### config.mk
export PLATFORM = sky130hd
export DESIGN_NAME = pid_chan_scheduler_flat
export DESIGN_NICKNAME = d
export VERILOG_FILES = /design/src/rtl/pid_chan_scheduler_pkg.sv /design/src/rtl/pid_chan_scheduler_if.sv /design/src/rtl/pid_chan_scheduler_rr_arbiter.sv /design/src/rtl/pid_chan_scheduler.sv /design/src/flat_wrapper.sv
export SDC_FILE = /design/constraint.sdc
export NUM_CORES = 1
export LEC_CHECK = 0
export CAP_MARGIN = 20
export CORE_ASPECT_RATIO = 1.1
export CORE_MARGIN = 2
export CORE_UTILIZATION = 45
export CTS_BUF_LIST = sky130_fd_sc_hd__clkbuf_4 sky130_fd_sc_hd__clkbuf_8
export CTS_CLUSTER_SIZE = 10
export DETAILED_ROUTE_END_ITERATION = 7
export PLACE_DENSITY_LB_ADDON = 0.12
export SKIP_LAST_GASP = 1
export SYNTH_ARGS = -nofsm -noshare
export SYNTH_HDL_FRONTEND = slang
export SYNTH_SLANG_ARGS = --single-unit
### constraint.sdc
create_clock -name clk_in -period 9.42 [get_ports clk_in]
set_clock_uncertainty 0.05 [all_clocks]
set_input_delay 0.942 -clock clk_in [delete_from_list [all_inputs] [get_ports clk_in]]
set_output_delay 0.942 -clock clk_in [all_outputs]
set_load 0.02 [all_outputs]
### src/rtl/pid_chan_scheduler_pkg.sv
// Shared constants for the PID filter front-end: channel count, index/data widths and pipe depth.
package pid_pkg;

    localparam int unsigned N_CHAN         = 8;
    localparam int unsigned W_CHAN         = 5;
    localparam int unsigned W_DATA         = 18;
    localparam int unsigned PID_PIPE_DEPTH = 6;
    localparam int unsigned W_OVR_CNT_DEF  = 16;
    localparam int unsigned CHAN_SEL_W     = (N_CHAN > 1) ? $clog2(N_CHAN) : 1;

endpackage

### src/rtl/pid_chan_scheduler_if.sv
// Sample-in / filter-out bus of the channel scheduler; slave is the scheduler, master drives samples.
interface pid_chan_scheduler_if;
    import pid_pkg::*;

    logic [N_CHAN-1:0]        samp_dv_in;
    logic [N_CHAN*W_DATA-1:0] samp_data_in;
    logic [N_CHAN-1:0]        chan_en_in;
    logic                     pid_dv_out;
    logic [W_CHAN-1:0]        pid_chan_out;
    logic [W_DATA-1:0]        pid_data_out;
    logic [N_CHAN-1:0]        pending_out;
    logic [N_CHAN-1:0]        overrun_out;

    modport slave (
        input  samp_dv_in, samp_data_in, chan_en_in,
        output pid_dv_out, pid_chan_out, pid_data_out, pending_out, overrun_out
    );

    modport master (
        output samp_dv_in, samp_data_in, chan_en_in,
        input  pid_dv_out, pid_chan_out, pid_data_out, pending_out, overrun_out
    );

endinterface

### src/rtl/pid_chan_scheduler_rr_arbiter.sv
// Combinational round-robin arbiter: first request found from ptr_i+1 upward, wrapping.
module rr_arbiter #(
    parameter int unsigned N     = 8,
    parameter int unsigned W_IDX = 5
) (
    input  logic [N-1:0]     req_i,
    input  logic [W_IDX-1:0] ptr_i,
    output logic [N-1:0]     gnt_o,
    output logic [W_IDX-1:0] idx_o,
    output logic             valid_o
);

    localparam int unsigned SEL_W = (N > 1) ? $clog2(N) : 1;

    logic [SEL_W-1:0] k;

    always_comb begin
        gnt_o   = '0;
        idx_o   = '0;
        valid_o = 1'b0;
        k       = '0;
        for (int unsigned i = 1; i <= N; i++) begin
            k = SEL_W'((32'(ptr_i) + i) % N);
            if (!valid_o && req_i[k]) begin
                valid_o  = 1'b1;
                gnt_o[k] = 1'b1;
                idx_o    = W_IDX'(k);
            end
        end
    end

endmodule

### src/rtl/pid_chan_scheduler.sv
// Round-robin feeder for the multi-channel PID filter with per-channel re-issue spacing.
// Optional per-channel overrun counters are built when SCHED_OVERRUN_CNT_EN is defined.
module pid_chan_scheduler
    import pid_pkg::*;
#(
    parameter int unsigned MIN_SPACING = PID_PIPE_DEPTH
`ifdef SCHED_OVERRUN_CNT_EN
    ,
    parameter int unsigned W_OVR_CNT   = W_OVR_CNT_DEF
`endif
) (
    input  logic                  clk_in,
    input  logic                  rst_n_in,
    pid_chan_scheduler_if.slave   bus
`ifdef SCHED_OVERRUN_CNT_EN
    ,
    input  logic [W_CHAN-1:0]     ovr_sel_in,
    output logic [W_OVR_CNT-1:0]  ovr_cnt_out
`endif
);

    localparam int unsigned W_COOL = (MIN_SPACING > 1) ? $clog2(MIN_SPACING) : 1;
    localparam logic [W_COOL-1:0] COOL_RELOAD = W_COOL'(MIN_SPACING - 1);

    logic [W_DATA-1:0] hold_q [N_CHAN];
    logic [W_DATA-1:0] hold_d [N_CHAN];
    logic [W_COOL-1:0] cool_q [N_CHAN];
    logic [W_COOL-1:0] cool_d [N_CHAN];
    logic [N_CHAN-1:0] pend_q, pend_d;
    logic [N_CHAN-1:0] ovr_q, ovr_d;
    logic [W_CHAN-1:0] ptr_q, ptr_d;
    logic              dv_q, dv_d;
    logic [W_CHAN-1:0] chan_q, chan_d;
    logic [W_DATA-1:0] data_q, data_d;

    logic [N_CHAN-1:0] elig;
    logic [N_CHAN-1:0] gnt;
    logic [W_CHAN-1:0] gnt_idx;
    logic              gnt_valid;

    always_comb begin
        elig = '0;
        for (int k = 0; k < N_CHAN; k++) begin
            elig[k] = pend_q[k] & bus.chan_en_in[k] & (cool_q[k] == '0);
        end
    end

    rr_arbiter #(
        .N     (N_CHAN),
        .W_IDX (W_CHAN)
    ) u_arb (
        .req_i   (elig),
        .ptr_i   (ptr_q),
        .gnt_o   (gnt),
        .idx_o   (gnt_idx),
        .valid_o (gnt_valid)
    );

    always_comb begin
        pend_d = pend_q;
        ovr_d  = '0;
        ptr_d  = gnt_valid ? gnt_idx : ptr_q;
        dv_d   = gnt_valid;
        chan_d = gnt_valid ? gnt_idx : chan_q;
        data_d = data_q;
        for (int k = 0; k < N_CHAN; k++) begin
            hold_d[k] = hold_q[k];
            cool_d[k] = cool_q[k];
            if (bus.samp_dv_in[k] && bus.chan_en_in[k]) begin
                hold_d[k] = bus.samp_data_in[k*W_DATA +: W_DATA];
            end
            // A capture coinciding with a grant keeps the channel pending for the new sample.
            if (!bus.chan_en_in[k]) begin
                pend_d[k] = 1'b0;
            end else if (bus.samp_dv_in[k]) begin
                pend_d[k] = 1'b1;
            end else if (gnt[k]) begin
                pend_d[k] = 1'b0;
            end
            ovr_d[k] = bus.samp_dv_in[k] & bus.chan_en_in[k] & pend_q[k] & ~gnt[k];
            if (gnt[k]) begin
                cool_d[k] = COOL_RELOAD;
                data_d    = hold_q[k];
            end else if (cool_q[k] != '0) begin
                cool_d[k] = cool_q[k] - 1'b1;
            end
        end
    end

    always_ff @(posedge clk_in or negedge rst_n_in) begin
        if (!rst_n_in) begin
            pend_q <= '0;
            ovr_q  <= '0;
            ptr_q  <= W_CHAN'(N_CHAN - 1);
            dv_q   <= 1'b0;
            chan_q <= '0;
            data_q <= '0;
            for (int k = 0; k < N_CHAN; k++) begin
                hold_q[k] <= '0;
                cool_q[k] <= '0;
            end
        end else begin
            pend_q <= pend_d;
            ovr_q  <= ovr_d;
            ptr_q  <= ptr_d;
            dv_q   <= dv_d;
            chan_q <= chan_d;
            data_q <= data_d;
            for (int k = 0; k < N_CHAN; k++) begin
                hold_q[k] <= hold_d[k];
                cool_q[k] <= cool_d[k];
            end
        end
    end

    assign bus.pid_dv_out   = dv_q;
    assign bus.pid_chan_out = chan_q;
    assign bus.pid_data_out = data_q;
    assign bus.pending_out  = pend_q;
    assign bus.overrun_out  = ovr_q;

`ifdef SCHED_OVERRUN_CNT_EN
    logic [W_OVR_CNT-1:0] cnt_q [N_CHAN];

    always_ff @(posedge clk_in or negedge rst_n_in) begin
        if (!rst_n_in) begin
            for (int k = 0; k < N_CHAN; k++) begin
                cnt_q[k] <= '0;
            end
        end else begin
            for (int k = 0; k < N_CHAN; k++) begin
                if (ovr_d[k] && (cnt_q[k] != '1)) begin
                    cnt_q[k] <= cnt_q[k] + 1'b1;
                end
            end
        end
    end

    always_comb begin
        ovr_cnt_out = '0;
        if (ovr_sel_in < W_CHAN'(N_CHAN)) begin
            ovr_cnt_out = cnt_q[ovr_sel_in[CHAN_SEL_W-1:0]];
        end
    end
`endif

endmodule

### src/flat_wrapper.sv
// flat-port wrapper written by rule: the top's interface ports become plain ports
module pid_chan_scheduler_flat import pid_pkg::*;
#(
    parameter int unsigned MIN_SPACING = PID_PIPE_DEPTH

)
  (clk_in, rst_n_in, bus_samp_dv_in, bus_samp_data_in, bus_chan_en_in, bus_pid_dv_out, bus_pid_chan_out, bus_pid_data_out, bus_pending_out, bus_overrun_out);
  pid_chan_scheduler_if bus_i ();
  input  logic clk_in;
  input  logic rst_n_in;
  input wire logic [$bits(bus_i.samp_dv_in)-1:0] bus_samp_dv_in;
  input wire logic [$bits(bus_i.samp_data_in)-1:0] bus_samp_data_in;
  input wire logic [$bits(bus_i.chan_en_in)-1:0] bus_chan_en_in;
  output wire logic [$bits(bus_i.pid_dv_out)-1:0] bus_pid_dv_out;
  output wire logic [$bits(bus_i.pid_chan_out)-1:0] bus_pid_chan_out;
  output wire logic [$bits(bus_i.pid_data_out)-1:0] bus_pid_data_out;
  output wire logic [$bits(bus_i.pending_out)-1:0] bus_pending_out;
  output wire logic [$bits(bus_i.overrun_out)-1:0] bus_overrun_out;
  assign bus_i.samp_dv_in = bus_samp_dv_in;
  assign bus_i.samp_data_in = bus_samp_data_in;
  assign bus_i.chan_en_in = bus_chan_en_in;
  assign bus_pid_dv_out = bus_i.pid_dv_out;
  assign bus_pid_chan_out = bus_i.pid_chan_out;
  assign bus_pid_data_out = bus_i.pid_data_out;
  assign bus_pending_out = bus_i.pending_out;
  assign bus_overrun_out = bus_i.overrun_out;
  pid_chan_scheduler #(.MIN_SPACING(MIN_SPACING)) u_core (.clk_in(clk_in), .rst_n_in(rst_n_in), .bus(bus_i));
endmodule
==> flow_metrics.py <==
metrics = {
    "synthesis": {
        "yosysMostFrequentCell": "dfrtp_1",
        "ys_warn_count": 0,
        "synthTopCellsByArea": "dfrtp_1 (49%), mux2_2 (15%), a22oi_1 (2.6%), ha_1 (2.6%), nand2_1 (2.4%)",
        "yosys_most_used_dff": "dfrtp_1",
        "syn_area_per_cell_um2": 11.4,
        "ys_ff_latch": 209,
        "synth.distinct_cells": 73,
        "syn_area_um2": 10600,
        "seq_area_frac_synth": 0.493,
        "synth_edf_count": 0,
        "yosys.area.top_type_share": 0.486,
        "async_flop_share": 1.00,
        "synth_cells": 932,
        "synth_top_area_cell": "dfrtp_1",
        "ys_top_cells_by_count": "dfrtp_1 (206), mux2_2 (146), nand2_1 (67)",
    },
    "finish": {
        "syn2layout_area_growth_pct": 27.9,
        "layout-drive-gt1-share": 0.211,
        "fin_nets": 1314,
        "n_fill_cell": 1990,
        "stdcell_count": 1454,
    },
    "clock_network": {
        "hold_buffers": 0,
        "cts_setup_buffers": 0,
        "cts-buffers-inserted": 36,
        "cts_tree": "yes",
        "cts_sinks": 209,
        "insertion_delay_ns": 0.52,
        "ctsResizeCount": 0,
        "clock_tree.buffer_depth": 3,
        "cts-root-buf": "clkbuf_8",
        "htreeDepth": 2,
        "path_clk_slew_ns": 0.08,
    },
    "placed_design": {
        "place.gp.congestion": 0.907,
        "portBuffers": 199,
        "dp_hpwl_um": 23000,
        "placed_cells": 1392,
    },
    "critical_path": {
        "crit_required_ns": 9.82,
        "cp_num_buf_inv": 1,
        "worst_r2r_endpoint": "u_core.bus.pid_data_out[3]$_DFFE_PN0P_",
        "path_max_fanout": 26,
        "path_cells": "inv_1, ha_1, nand2b_1, o22ai_1, o21ai_1, nand4bb_1, o21ai_0, nor2_1, a2111oi_0, a211o_1, or3_1, or2_1, o22a_1",
        "cp_top_family": "compound AO/OA/AOI/OAI gates",
        "cp-end-kind": "flip-flop",
        "ff2ff_setup_slack_ns": 2.49,
        "cp_slowest_cell": "dfstp_2",
        "critPathLaunch": "u_core.ptr_q[0]$_DFFE_PN1P_",
        "slowest_delay_ns": 0.89,
        "worst_ep_arrival_time_ns": 7.33,
        "r2r_cells": 13,
        "start_kind": "flip-flop",
        "reg2reg_from": "u_core.ptr_q[0]$_DFFE_PN1P_",
        "worstSetupPathType": "reg2reg",
    },
    "die": {
        "rows": 58,
        "ios": 202,
        "core_area_um2": 23000,
        "die_h_um": 165,
        "die_w_um": 150,
        "die-area_um2": 24800,
        "initial_core_util": 0.461,
    },
    "min_path": {
        "min_path_type": "in2async",
    },
    "flow_run": {
        "max_cap_violations": 0,
    },
    "grt": {
        "antenna_found_initial": 1,
        "overflow": 0,
        "grt_use_total": 0.253,
        "grt_pass1_vias": 8500,
        "grt_first_pass_wirelength_um": 47900,
        "grt_max_degree": 78,
    },
    "routing": {
        "post-route-drc-count": 0,
        "wl_um": 31000,
        "drt_pass1_iterations": 5,
        "drt_iter0_drc": 484,
        "routed_via_density": 5.69,
        "final_antenna_net_count": 0,
        "via_count": 8271,
        "routedWlPerCell_um": 21.3,
    },
    "timing": {
        "worst_slew_pin_slew_ns": 0.974,
        "clock.fmax_ghz": 0.144,
        "rsz0062_at_grt": "false",
        "setup_viol": 0,
        "finalCritPeriodShare": 0.736,
        "finalHoldViolCount": 0,
        "fin_crit_ns": 6.93,
        "relSlewSlack": 0.351,
        "maxSlewViolCount": 0,
        "finalSetupTns_ns": 0,
    },
    "power": {
        "power_density_nw_per_um2": 323,
        "peakVddDrop_uv": 243,
        "p_leak_nw": 5.68,
    },
    "run_status": {
        "run_status": "complete, no violations",
    },
}
==> cells by family (layout without fill, tap and decap cells) <==
group                    Yosys count  in the layout  synth area share
AO/OA/AOI/OAI                    216            216             0.146
XOR/XNOR                          12             12           0.00991
adder cells (fa/ha/maj)           22             22            0.0259
buffers and inverters             81            301            0.0341
flip-flops                       209            209             0.493
multiplexers                     173            173             0.184
other                              1              3          0.000354
AND/OR/NAND/NOR                  218            218             0.106
==> stage by stage <==
stage	power (mW)	utilization	hold slack, ns	worst slack (ns)	cell area (µm²)
6_report	4.38	0.590	0.314	2.49	13600
5_1_grt	4.68	0.590	0.354	1.97	13600
4_1_cts	4.42	0.590	0.332	2.60	13600
3_5_place_dp	3.55	0.558	0.442	2.64	12800
3_3_place_gp	3.52	0.558	0.411	2.60	12800
2_1_floorplan	2.85	-	0.429	5.13	10600
==> report_power, final <==
| part | switching [mW] | total [mW] | internal [mW] |
|---|---|---|---|
| combinational | 1.28 | 2.21 | 0.931 |
| clock | 0.368 | 0.855 | 0.487 |
| sequential | 0.169 | 1.32 | 1.15 |
| total | 1.82 | 4.38 | 2.57 |
==> worst max-delay path by stage <==
stage                                              end  slack [ns]  depth (start not counted)
2_1_floorplan   u_core.bus.pid_data_out[0]$_DFFE_PN0P_        5.13                         19
3_3_place_gp    u_core.bus.pid_data_out[6]$_DFFE_PN0P_        2.60                         13
3_5_place_dp   u_core.bus.pid_data_out[11]$_DFFE_PN0P_        2.64                         13
4_1_cts         u_core.bus.pid_data_out[8]$_DFFE_PN0P_        2.60                         13
5_1_grt        u_core.bus.pid_data_out[13]$_DFFE_PN0P_        1.97                         13
6_report        u_core.bus.pid_data_out[3]$_DFFE_PN0P_        2.49                         13
==> flip-flops by register name (all words and copies together), names as in the netlist <==
name and flops:
u_core.bus.pid_data_out 18, u_core.bus.pending_out 8, u_core.cool_q 24, u_core.ptr_q 3, u_core.hold_q 144, u_core.bus.overrun_out 8, u_core.bus.pid_dv_out 1, u_core.bus.pid_chan_out 3
==> layout make-up <==
type | instances | area [µm²] | area share
antenna | 1 | 2.50 | 0.000184
sequential | 209 | 5230 | 0.386
tap | 300 | 375 | 0.0277
multi-input combinational | 643 | 5040 | 0.371
timing repair buffer | 208 | 2060 | 0.152
clock inverter | 4 | 51.3 | 0.00378
clock buffer | 57 | 684 | 0.0504
inverter | 32 | 120 | 0.00885
==> layout by cell type, fill, tap and decap left out, drive strengths merged, types with 3 or more instances in the layout <==
cell type	count
nand3	9
a31oi	20
o21a	4
a22oi	37
and4b	4
nor2b	8
a21oi	16
o22ai	18
mux2	147
mux4	3
or3	4
xnor2	10
o22a	18
o221ai	3
buf	10
o31ai	3
nor3	20
a211o	26
dfstp	3
inv	33
ha	22
nand2b	19
a211oi	8
o21ai	42
nand4b	8
dfrtp	206
clkdlybuf4s50	198
nor2	55
nor4	8
or2	6
clkbuf	57
nand2	67
mux2i	23
==> routing by layer <==
| metal | routed length (µm) | GRT usage | vias to the layer above |
|---|---|---|---|
| met2 | 16300 | 0.461 | 251 |
| met3 | 1520 | 0.0417 | 60 |
| met1 | 12300 | 0.306 | 4125 |
| met4 | 894 | 0.0776 | 0 |
| met5 | 0 | 0 | - |
| li1 | - | - | 3835 |
(Power assumes the default switching activity.)
